===== src/rtl/uart_pkg.sv =====
// uart_pkg: shared definitions for the UART transmitter.
//   state_t          FSM state encoding (IDLE=0, START=1, DATA=2, PARITY=3, STOP=4)
//   DEF_CLKS_PER_BIT default bit period in clocks (25 MHz / 115200)
//   FRAME_BITS       serial bits per frame including start and stop
// Optional feature macro: UART_TX_PARITY_EN (adds the even-parity bit).
package uart_pkg;

  typedef enum logic [2:0] {
    IDLE   = 3'd0,
    START  = 3'd1,
    DATA   = 3'd2,
    PARITY = 3'd3,
    STOP   = 3'd4
  } state_t;

  localparam int DEF_CLKS_PER_BIT = 217;

`ifdef UART_TX_PARITY_EN
  localparam int FRAME_BITS = 11;
`else
  localparam int FRAME_BITS = 10;
`endif

endpackage


===== src/rtl/uart_tx_if.sv =====
// uart_tx_if: byte-request / serial-line bundle of the UART transmitter.
//   i_Tx_DV      transmit request (source -> transmitter)
//   i_Tx_Byte    byte to send      (source -> transmitter)
//   o_Tx_Active  frame in progress (transmitter -> source)
//   o_Tx_Serial  serial TX line    (transmitter -> pad)
//   o_Tx_Done    completion pulse  (transmitter -> source)
// master: byte source side; slave: transmitter side.
interface uart_tx_if;
  logic       i_Tx_DV;
  logic [7:0] i_Tx_Byte;
  logic       o_Tx_Active;
  logic       o_Tx_Serial;
  logic       o_Tx_Done;

  modport master (
    output i_Tx_DV, i_Tx_Byte,
    input  o_Tx_Active, o_Tx_Serial, o_Tx_Done
  );

  modport slave (
    input  i_Tx_DV, i_Tx_Byte,
    output o_Tx_Active, o_Tx_Serial, o_Tx_Done
  );
endinterface


===== src/rtl/uart_baud_cnt.sv =====
// uart_baud_cnt: clock-per-bit counter for the UART transmitter.
//   clk      system clock, rising edge
//   rst      synchronous active-high reset
//   clr      synchronous clear (held while the transmitter is idle)
//   bit_end  high during the last clock of each serial bit
// Counts 0..CLKS_PER_BIT-1 and wraps to 0 on each bit boundary.
module uart_baud_cnt
  import uart_pkg::*;
#(
  parameter int CLKS_PER_BIT = DEF_CLKS_PER_BIT
) (
  input  logic clk,
  input  logic rst,
  input  logic clr,
  output logic bit_end
);

  localparam int CNT_W = $clog2(CLKS_PER_BIT);
  localparam logic [CNT_W-1:0] LAST = CNT_W'(CLKS_PER_BIT - 1);

  logic [CNT_W-1:0] cnt;

  assign bit_end = (cnt == LAST);

  always_ff @(posedge clk) begin
    if (rst || clr)   cnt <= '0;
    else if (bit_end) cnt <= '0;
    else              cnt <= cnt + 1'b1;
  end

endmodule


===== src/rtl/uart_tx.sv =====
// uart_tx: UART transmitter, one byte per request, 8N1 LSB-first
// (8E1 when UART_TX_PARITY_EN is defined).
//   i_Clk   system clock, rising edge
//   i_Rst   synchronous active-high reset; abandons any frame, no Done
//   bus     uart_tx_if.slave: i_Tx_DV / i_Tx_Byte request,
//           o_Tx_Active / o_Tx_Serial / o_Tx_Done status
// Macro: UART_TX_PARITY_EN inserts an even-parity bit after data bit 7.
// All outputs are registered: the next-cycle values are derived from the
// next state so each output lines up with the state it describes.
module uart_tx
  import uart_pkg::*;
#(
  parameter int CLKS_PER_BIT = DEF_CLKS_PER_BIT
) (
  input  logic       i_Clk,
  input  logic       i_Rst,
  uart_tx_if.slave   bus
);

  state_t     state, state_n;
  logic [2:0] bit_idx, bit_idx_n;
  logic [7:0] shift, shift_n;
  logic       serial, serial_n;
  logic       active, active_n;
  logic       done, done_n;
  logic       bit_end;

  // Counter is held at zero while idle so START always gets a full bit.
  uart_baud_cnt #(.CLKS_PER_BIT(CLKS_PER_BIT)) u_baud (
    .clk     (i_Clk),
    .rst     (i_Rst),
    .clr     (state == IDLE),
    .bit_end (bit_end)
  );

  always_ff @(posedge i_Clk) begin
    if (i_Rst) begin
      state   <= IDLE;
      bit_idx <= '0;
      shift   <= '0;
      serial  <= 1'b1;
      active  <= 1'b0;
      done    <= 1'b0;
    end else begin
      state   <= state_n;
      bit_idx <= bit_idx_n;
      shift   <= shift_n;
      serial  <= serial_n;
      active  <= active_n;
      done    <= done_n;
    end
  end

  always_comb begin
    state_n   = state;
    bit_idx_n = bit_idx;
    shift_n   = shift;
    done_n    = 1'b0;
    case (state)
      IDLE: begin
        if (bus.i_Tx_DV) begin
          shift_n = bus.i_Tx_Byte;
          state_n = START;
        end
      end
      START: if (bit_end) state_n = DATA;
      DATA: begin
        if (bit_end) begin
          bit_idx_n = bit_idx + 3'd1;  // wraps to 0 after bit 7
          if (bit_idx == 3'd7) begin
`ifdef UART_TX_PARITY_EN
            state_n = PARITY;
`else
            state_n = STOP;
`endif
          end
        end
      end
`ifdef UART_TX_PARITY_EN
      PARITY: if (bit_end) state_n = STOP;
`endif
      STOP: begin
        if (bit_end) begin
          state_n = IDLE;
          done_n  = 1'b1;
        end
      end
      default: state_n = IDLE;
    endcase

    // Line level for the cycle after this edge, taken from the next state.
    serial_n = 1'b1;
    case (state_n)
      START:   serial_n = 1'b0;
      DATA:    serial_n = shift_n[bit_idx_n];
`ifdef UART_TX_PARITY_EN
      PARITY:  serial_n = ^shift_n;  // even parity
`endif
      default: serial_n = 1'b1;
    endcase
    active_n = (state_n != IDLE);
  end

  assign bus.o_Tx_Serial = serial;
  assign bus.o_Tx_Active = active;
  assign bus.o_Tx_Done   = done;

endmodule


===== src/flat_wrapper.sv =====
// flat-port wrapper written by rule: the top's interface ports become plain ports
module uart_tx_flat import uart_pkg::*;
#(
  parameter int CLKS_PER_BIT = DEF_CLKS_PER_BIT
)
  (i_Clk, i_Rst, bus_i_Tx_DV, bus_i_Tx_Byte, bus_o_Tx_Active, bus_o_Tx_Serial, bus_o_Tx_Done);
  uart_tx_if bus_i ();
  input  logic i_Clk;
  input  logic i_Rst;
  input wire logic [$bits(bus_i.i_Tx_DV)-1:0] bus_i_Tx_DV;
  input wire logic [$bits(bus_i.i_Tx_Byte)-1:0] bus_i_Tx_Byte;
  output wire logic [$bits(bus_i.o_Tx_Active)-1:0] bus_o_Tx_Active;
  output wire logic [$bits(bus_i.o_Tx_Serial)-1:0] bus_o_Tx_Serial;
  output wire logic [$bits(bus_i.o_Tx_Done)-1:0] bus_o_Tx_Done;
  assign bus_i.i_Tx_DV = bus_i_Tx_DV;
  assign bus_i.i_Tx_Byte = bus_i_Tx_Byte;
  assign bus_o_Tx_Active = bus_i.o_Tx_Active;
  assign bus_o_Tx_Serial = bus_i.o_Tx_Serial;
  assign bus_o_Tx_Done = bus_i.o_Tx_Done;
  uart_tx #(.CLKS_PER_BIT(CLKS_PER_BIT)) u_core (.i_Clk(i_Clk), .i_Rst(i_Rst), .bus(bus_i));
endmodule

===== config.mk =====
export PLATFORM = sky130hd
export DESIGN_NAME = uart_tx_flat
export DESIGN_NICKNAME = d
export VERILOG_FILES = /design/src/rtl/uart_pkg.sv /design/src/rtl/uart_tx_if.sv /design/src/rtl/uart_baud_cnt.sv /design/src/rtl/uart_tx.sv /design/src/flat_wrapper.sv
export SDC_FILE = /design/constraint.sdc
export NUM_CORES = 1
export LEC_CHECK = 0
export CAP_MARGIN = 20
export CORE_MARGIN = 3
export CORE_UTILIZATION = 54
export CTS_CLUSTER_DIAMETER = 200
export DETAILED_ROUTE_END_ITERATION = 8
export DONT_BUFFER_PORTS = 1
export PLACE_DENSITY = 0.8
export SYNTH_ARGS = -nofsm -noshare
export SYNTH_HDL_FRONTEND = slang
export SYNTH_SLANG_ARGS = --single-unit

===== constraint.sdc =====
create_clock -name i_Clk -period 2 [get_ports i_Clk]
set_clock_uncertainty 0.05 [all_clocks]
set_input_delay 0.3 -clock i_Clk [delete_from_list [all_inputs] [get_ports i_Clk]]
set_output_delay 0.3 -clock i_Clk [all_outputs]
set_load 0.02 [all_outputs]

# Word-level counts from Yosys, hierarchy flattened

Index checks and enable logic that the tools add are counted.

Add/subtract/negate cells: 2
$lt $le $gt $ge: 1
Eq/ne operators: 7
Mux-type cells: 14
Bitwise operators: 1
Reductions and logical operators: 5

Operators by type and width:

| cell                  | count |
|---|---|
| $mux W3               | 7 |
| $mux W8               | 2 |
| $pmux W3 S4           | 1 |
| $add A8 B1 Y8 const B | 1 |
| $eq A8 B8 Y1 const B  | 1 |
| $eq A3 B1 Y1 const B  | 2 |
| $eq A3 B2 Y1 const B  | 2 |
| $eq A3 B3 Y1 const B  | 2 |
| $lt A3 B4 Y1 const B  | 1 |
| $reduce_or A2 Y1      | 2 |
| $add A3 B1 Y3 const B | 1 |
| $bmux W1 S3           | 1 |
| $logic_not A3 Y1      | 1 |
| $reduce_bool A3 Y1    | 1 |
| $mux W1               | 2 |
| $pmux W1 S2           | 1 |
| $logic_or A1 B1 Y1    | 1 |
| $not A1 Y1            | 1 |

Register bits: 25
Input bits: 11
Output and inout bits: 3
Word-level logic and storage cells: 37

# Logic depth before layout (Yosys ltp)

Depth after elaboration: 6
Depth in mapped cells: 9
Depth with buffers taken out: 8

# Modules after synthesis

From an unflattened synthesis, not the netlist that was laid out.

Cell total of the unflattened synthesis: 115
Area, all modules: 1,146.1 µm²

By module, submodules not included:

| module        | times used | cells each | area an instance (µm²) | seq. area each (µm²) |
|---|---|---|---|---|
| uart_tx       | 1          | 75         | 780.7                  | 340.3 |
| uart_baud_cnt | 1          | 40         | 365.4                  | 160.2 |

# Worst setup path before layout

Ideal clock, no wire load.

Path type: register -> register
From: register u_core.state[2]
To: register u_core.serial (netlist: u_core.bus.o_Tx_Serial)
Library setup time: 0.127 ns
Arrival time: 2.078 ns
Data required time: 1.823 ns
Slack: -0.255 ns
Stages on the path, launching flop included: 9
Buffers on the path: 2
Period minus slack after synthesis: 2.255 ns
Cell sequence: dfxtp_1 buf_2 nor4b_1 clkbuf_1 mux2_2 a21o_1 nand4b_1 a31oi_1 or3_1

Longest elaborated chain between the ends: 5
Elaborated cells between the ends (all ways): 17
Classes of those cells: eq/ne: 5; mux: 11; reduce/logical: 1

RTL lines:

| item                                                  | line                         | source |
|---|---|---|
| from (decl)                                           | uart_tx.sv:20                | `state_t state, state_n;` |
| from (signal assigned)                                | uart_tx.sv:45                | `state <= state_n;` |
| $eq A3 B2 Y1 (tied with other cells)                  | uart_tx.sv:59                | `case (state)` |
| $mux W3 (tied with other cells)                       | uart_tx.sv:59                |  |
| $bmux W1 S3 / $pmux W3 S4 (equally long branches)     | uart_tx.sv:95, uart_tx.sv:59 |  |
| $mux W1 (not written as such) (tied with other cells) | uart_tx.sv:95                | `DATA: serial_n = shift_n[bit_idx_n];` |
| $pmux W1 S2 *                                         | uart_tx.sv:93                | `case (state_n)` |
| to (signal assigned)                                  | uart_tx.sv:48                | `serial <= serial_n;` |
| to (decl)                                             | uart_tx.sv:23                | `logic serial, serial_n;` |

Every way passes the cells marked *; elsewhere a longest branch is shown, timed or not. The select of a mux whose other input is x is not followed.
A chain may end at the register's enable or synchronous reset.

# Final worst setup path

Same ends and word-level chain as after synthesis.

==> out/qor.txt <==
========================================================================================
Post-synth EDFFs                                                                       0
Share of final-layout standard cells stronger than drive strength 1               25.87%
First-pass GRT wire length                                                      4.022 mm
Run status                                                                  finished, violations left
Final GP Congestion                                                               0.7532
Share of async-settable or async-resettable flops after synthesis                     0%
Commonest cells after routing, fill and taps aside                          sky130_fd_sc_hd__nor2_1, sky130_fd_sc_hd__dfxtp_1, sky130_fd_sc_hd__buf_4
Setup WS post-layout                                                          -0.2365 ns
Required @ worst endpoint                                                        2.19 ns
Power per standard cell area                                                617.8 nW/µm²
Number of I/O port buffers                                                             0
Number of hold violations in the final report                                          0
Via count of the first global-routing pass                                           946
Overflow left after global routing                                                     0
Number of antenna-violating nets in the routed design                                  0
Clock tree from TritonCTS                                                            yes
Mapped Cells                                                                         124
Unique cell type count in the Yosys netlist                                           39
Synthesized flop and latch total                                                      25
Reg-to-reg startpoint                                                       u_core.state[2]$_SDFF_PP0_
Height of the chip                                                              52.17 µm
Mapped Nets                                                                          139
Number of top-level pins                                                              14
Floorplan core area                                                             1982 µm²
Sequential-to-total area share from yosys stat                                    43.48%
Initial core utilization                                                          58.08%
Crit end category                                                               register
DR pass1 iterations                                                                    4
RSZ-0062 raised after global routing                                                true
Area growth from synthesis to layout                                              20.11%
Leak pwr                                                                    0.0005578 µW
Average vias per placed instance                                                   5.494
Max IR drop VDD                                                                 630.9 µV
Portion of the clock cycle consumed by the worst path in the final layout         111.8%
Chip width                                                                      52.17 µm
Clock slew seen by the registers of the worst setup and hold paths               0.15 ns
Launching element of the worst setup path                                   u_core.state[2]$_SDFF_PP0_
Most common library cell in the layout ignoring fill and taps               sky130_fd_sc_hd__nor2_1
Number of warning messages in the yosys log                                            0
Initial antenna violation count                                                        0
Total power draw                                                                854.2 µW
Combined global-route utilization of all metal layers                             20.06%
Setup fix buffers added after clock tree synthesis                                     0
DPL Wire Length                                                                 1.916 mm
Crit path arrival time                                                           2.43 ns
Peak Freq                                                                      447.1 MHz
Layout net count                                                                     159
H-tree levels                                                                          1
Kind of path behind the tightest hold check                                 input port to register
Num CTS Buffers                                                                        3
Clk buf depth                                                                          2
Maximum fanout along the worst path                                                    5
Clock latency on the worst-skew pair                                             0.33 ns
Remaining design rule violation count                                                  0
Synthesized area                                                                1151 µm²
Vias after detailed routing                                                          934
Relative slew slack                                                               65.09%
Synth Area per Inst                                                            9.283 µm²
Ant diodes                                                                             0
Number of cell rows                                                                   16
Number of clock sinks                                                                 25
Number of DRC violations after detailed-routing iteration 0                           16
Average wire per cell in the routed design                                      14.98 µm
Post-detailed-routing wire length                                               2.546 mm
Max Cap Violations                                                                     0
Startpoint class of the critical path                                           register
Critical Setup Path Class                                                   register to register
Root buffer cell                                                            sky130_fd_sc_hd__clkbuf_4
Transition at the pin with the smallest max-transition slack                   0.5220 ns
Worst hold slack                                                              0.09624 ns
Number of slew-limit violations in the final report                                    0
Post-synth top flop                                                         sky130_fd_sc_hd__dfxtp_1
Die Footprint                                                                   2722 µm²
Origin of the worst min-delay path                                          bus_i_Tx_Byte[3]
Largest net degree at the start of global routing                                     16
Fin crit period                                                                 2.236 ns
Finish-stage setup viols                                                               1
Violated checks                                                             negative setup slack
========================================================================================
through the flow:
step	area, µm²	cells	setup WS, ns	TNS (ns)	utilization, %
2_1_floorplan	1152	124	-0.2531	-0.2531	-
3_3_place_gp	1313	165	-0.1578	-0.1578	66.22
3_5_place_dp	1313	165	-0.2481	-0.2481	66.22
4_1_cts	1368	170	-0.1890	-0.1890	69.00
5_1_grt	1383	170	-0.3001	-0.3001	69.76
6_report	1383	170	-0.2365	-0.2365	69.76
layer usage:
metal  up-vias  global-route usage, %  wire length, µm
met5         -                      0                0
li1        471                      -                -
met2        20                  36.61             1336
met4         0                  8.085               28
met1       440                  22.34             1110
met3         3                  4.274               71
registers in the layout, summed over array words and instances (netlist names):
| signal | flops |
|---|---|
| u_core.shift | 8 |
| u_core.u_baud.cnt | 8 |
| u_core.bit_idx | 3 |
| u_core.state | 3 |
| u_core.bus.o_Tx_Active | 1 |
| u_core.bus.o_Tx_Done | 1 |
| u_core.bus.o_Tx_Serial | 1 |
cells by family (layout without fill, tap and decap cells):
group                      after synthesis  after routing  synth area share [%]
AOI/OAI and AO/OA                       13             13                 8.696
xor gates and xnor gates                 6              6                 4.566
adders and majority gates                4              4                 4.348
buffers and inverters                    8             27                 2.825
DFF                                     25             25                 43.48
muxes                                   10             10                 9.022
and+or+nand+nor                         58             58                 27.07
what timing repair did:
action	in CTS	in global routing
gates cloned	0	0
setup endpoints to repair	1	1
hold buffers	1	0
pin swaps	1	3
endpoints found under the hold margin	13	0
gates resized for setup	4	5
path summary, 6_finish.rpt:
check                                      endpoint  slack [ns]  cells after the start
setup reg to reg  u_core.bus.o_Tx_Serial$_SDFF_PP1_       -0.24                      7
hold reg to reg          u_core.shift[2]$_SDFF_PP0_        0.48                      2
hold / removal           u_core.shift[3]$_SDFF_PP0_         0.1                      2
setup / recovery  u_core.bus.o_Tx_Serial$_SDFF_PP1_       -0.24                      7
synth_stat cells, drive strengths merged, types with 2 or more instances:
cell type / number / area share, %
xor2: 3 / 2.3
xnor2: 3 / 2.3
ha: 4 / 4.3
nor2b: 3 / 1.6
mux2: 3 / 2.9
mux2i: 7 / 6.1
nand2b: 2 / 1.1
inv: 3 / 0.98
nand3b: 2 / 1.3
nor3: 2 / 0.87
nor2: 26 / 8.5
dfxtp: 25 / 43
or3: 2 / 1.1
a21boi: 2 / 1.3
a21oi: 2 / 0.87
nand3: 8 / 3.5
nand4b: 3 / 2.3
clkbuf: 4 / 1.4
power breakdown:
part,switching (µW),internal [µW]
clock network,165,76.7
registers,10.0,516
logic,44.6,41.8
total,220,634
final cells by class:
cell class	count	area (µm²)
clock buffers	3	22.52
clock inverters	1	7.507
fillers	143	599.3
inverters	3	11.26
multi-input cells	91	648.1
flip-flops and latches	25	503.0
well taps	27	33.78
repair buffers	20	156.4
critical path, stage by stage, from the launching register on:
cell	delay, ns
sky130_fd_sc_hd__dfxtp_1	0.35
sky130_fd_sc_hd__or3b_4	0.42
sky130_fd_sc_hd__or4_4	0.51
sky130_fd_sc_hd__buf_6	0.15
sky130_fd_sc_hd__a21bo_2	0.21
sky130_fd_sc_hd__nand3_1	0.07
sky130_fd_sc_hd__a211oi_1	0.07
sky130_fd_sc_hd__or3_1	0.30
No activity file was read; power rests on OpenSTA's default activity.
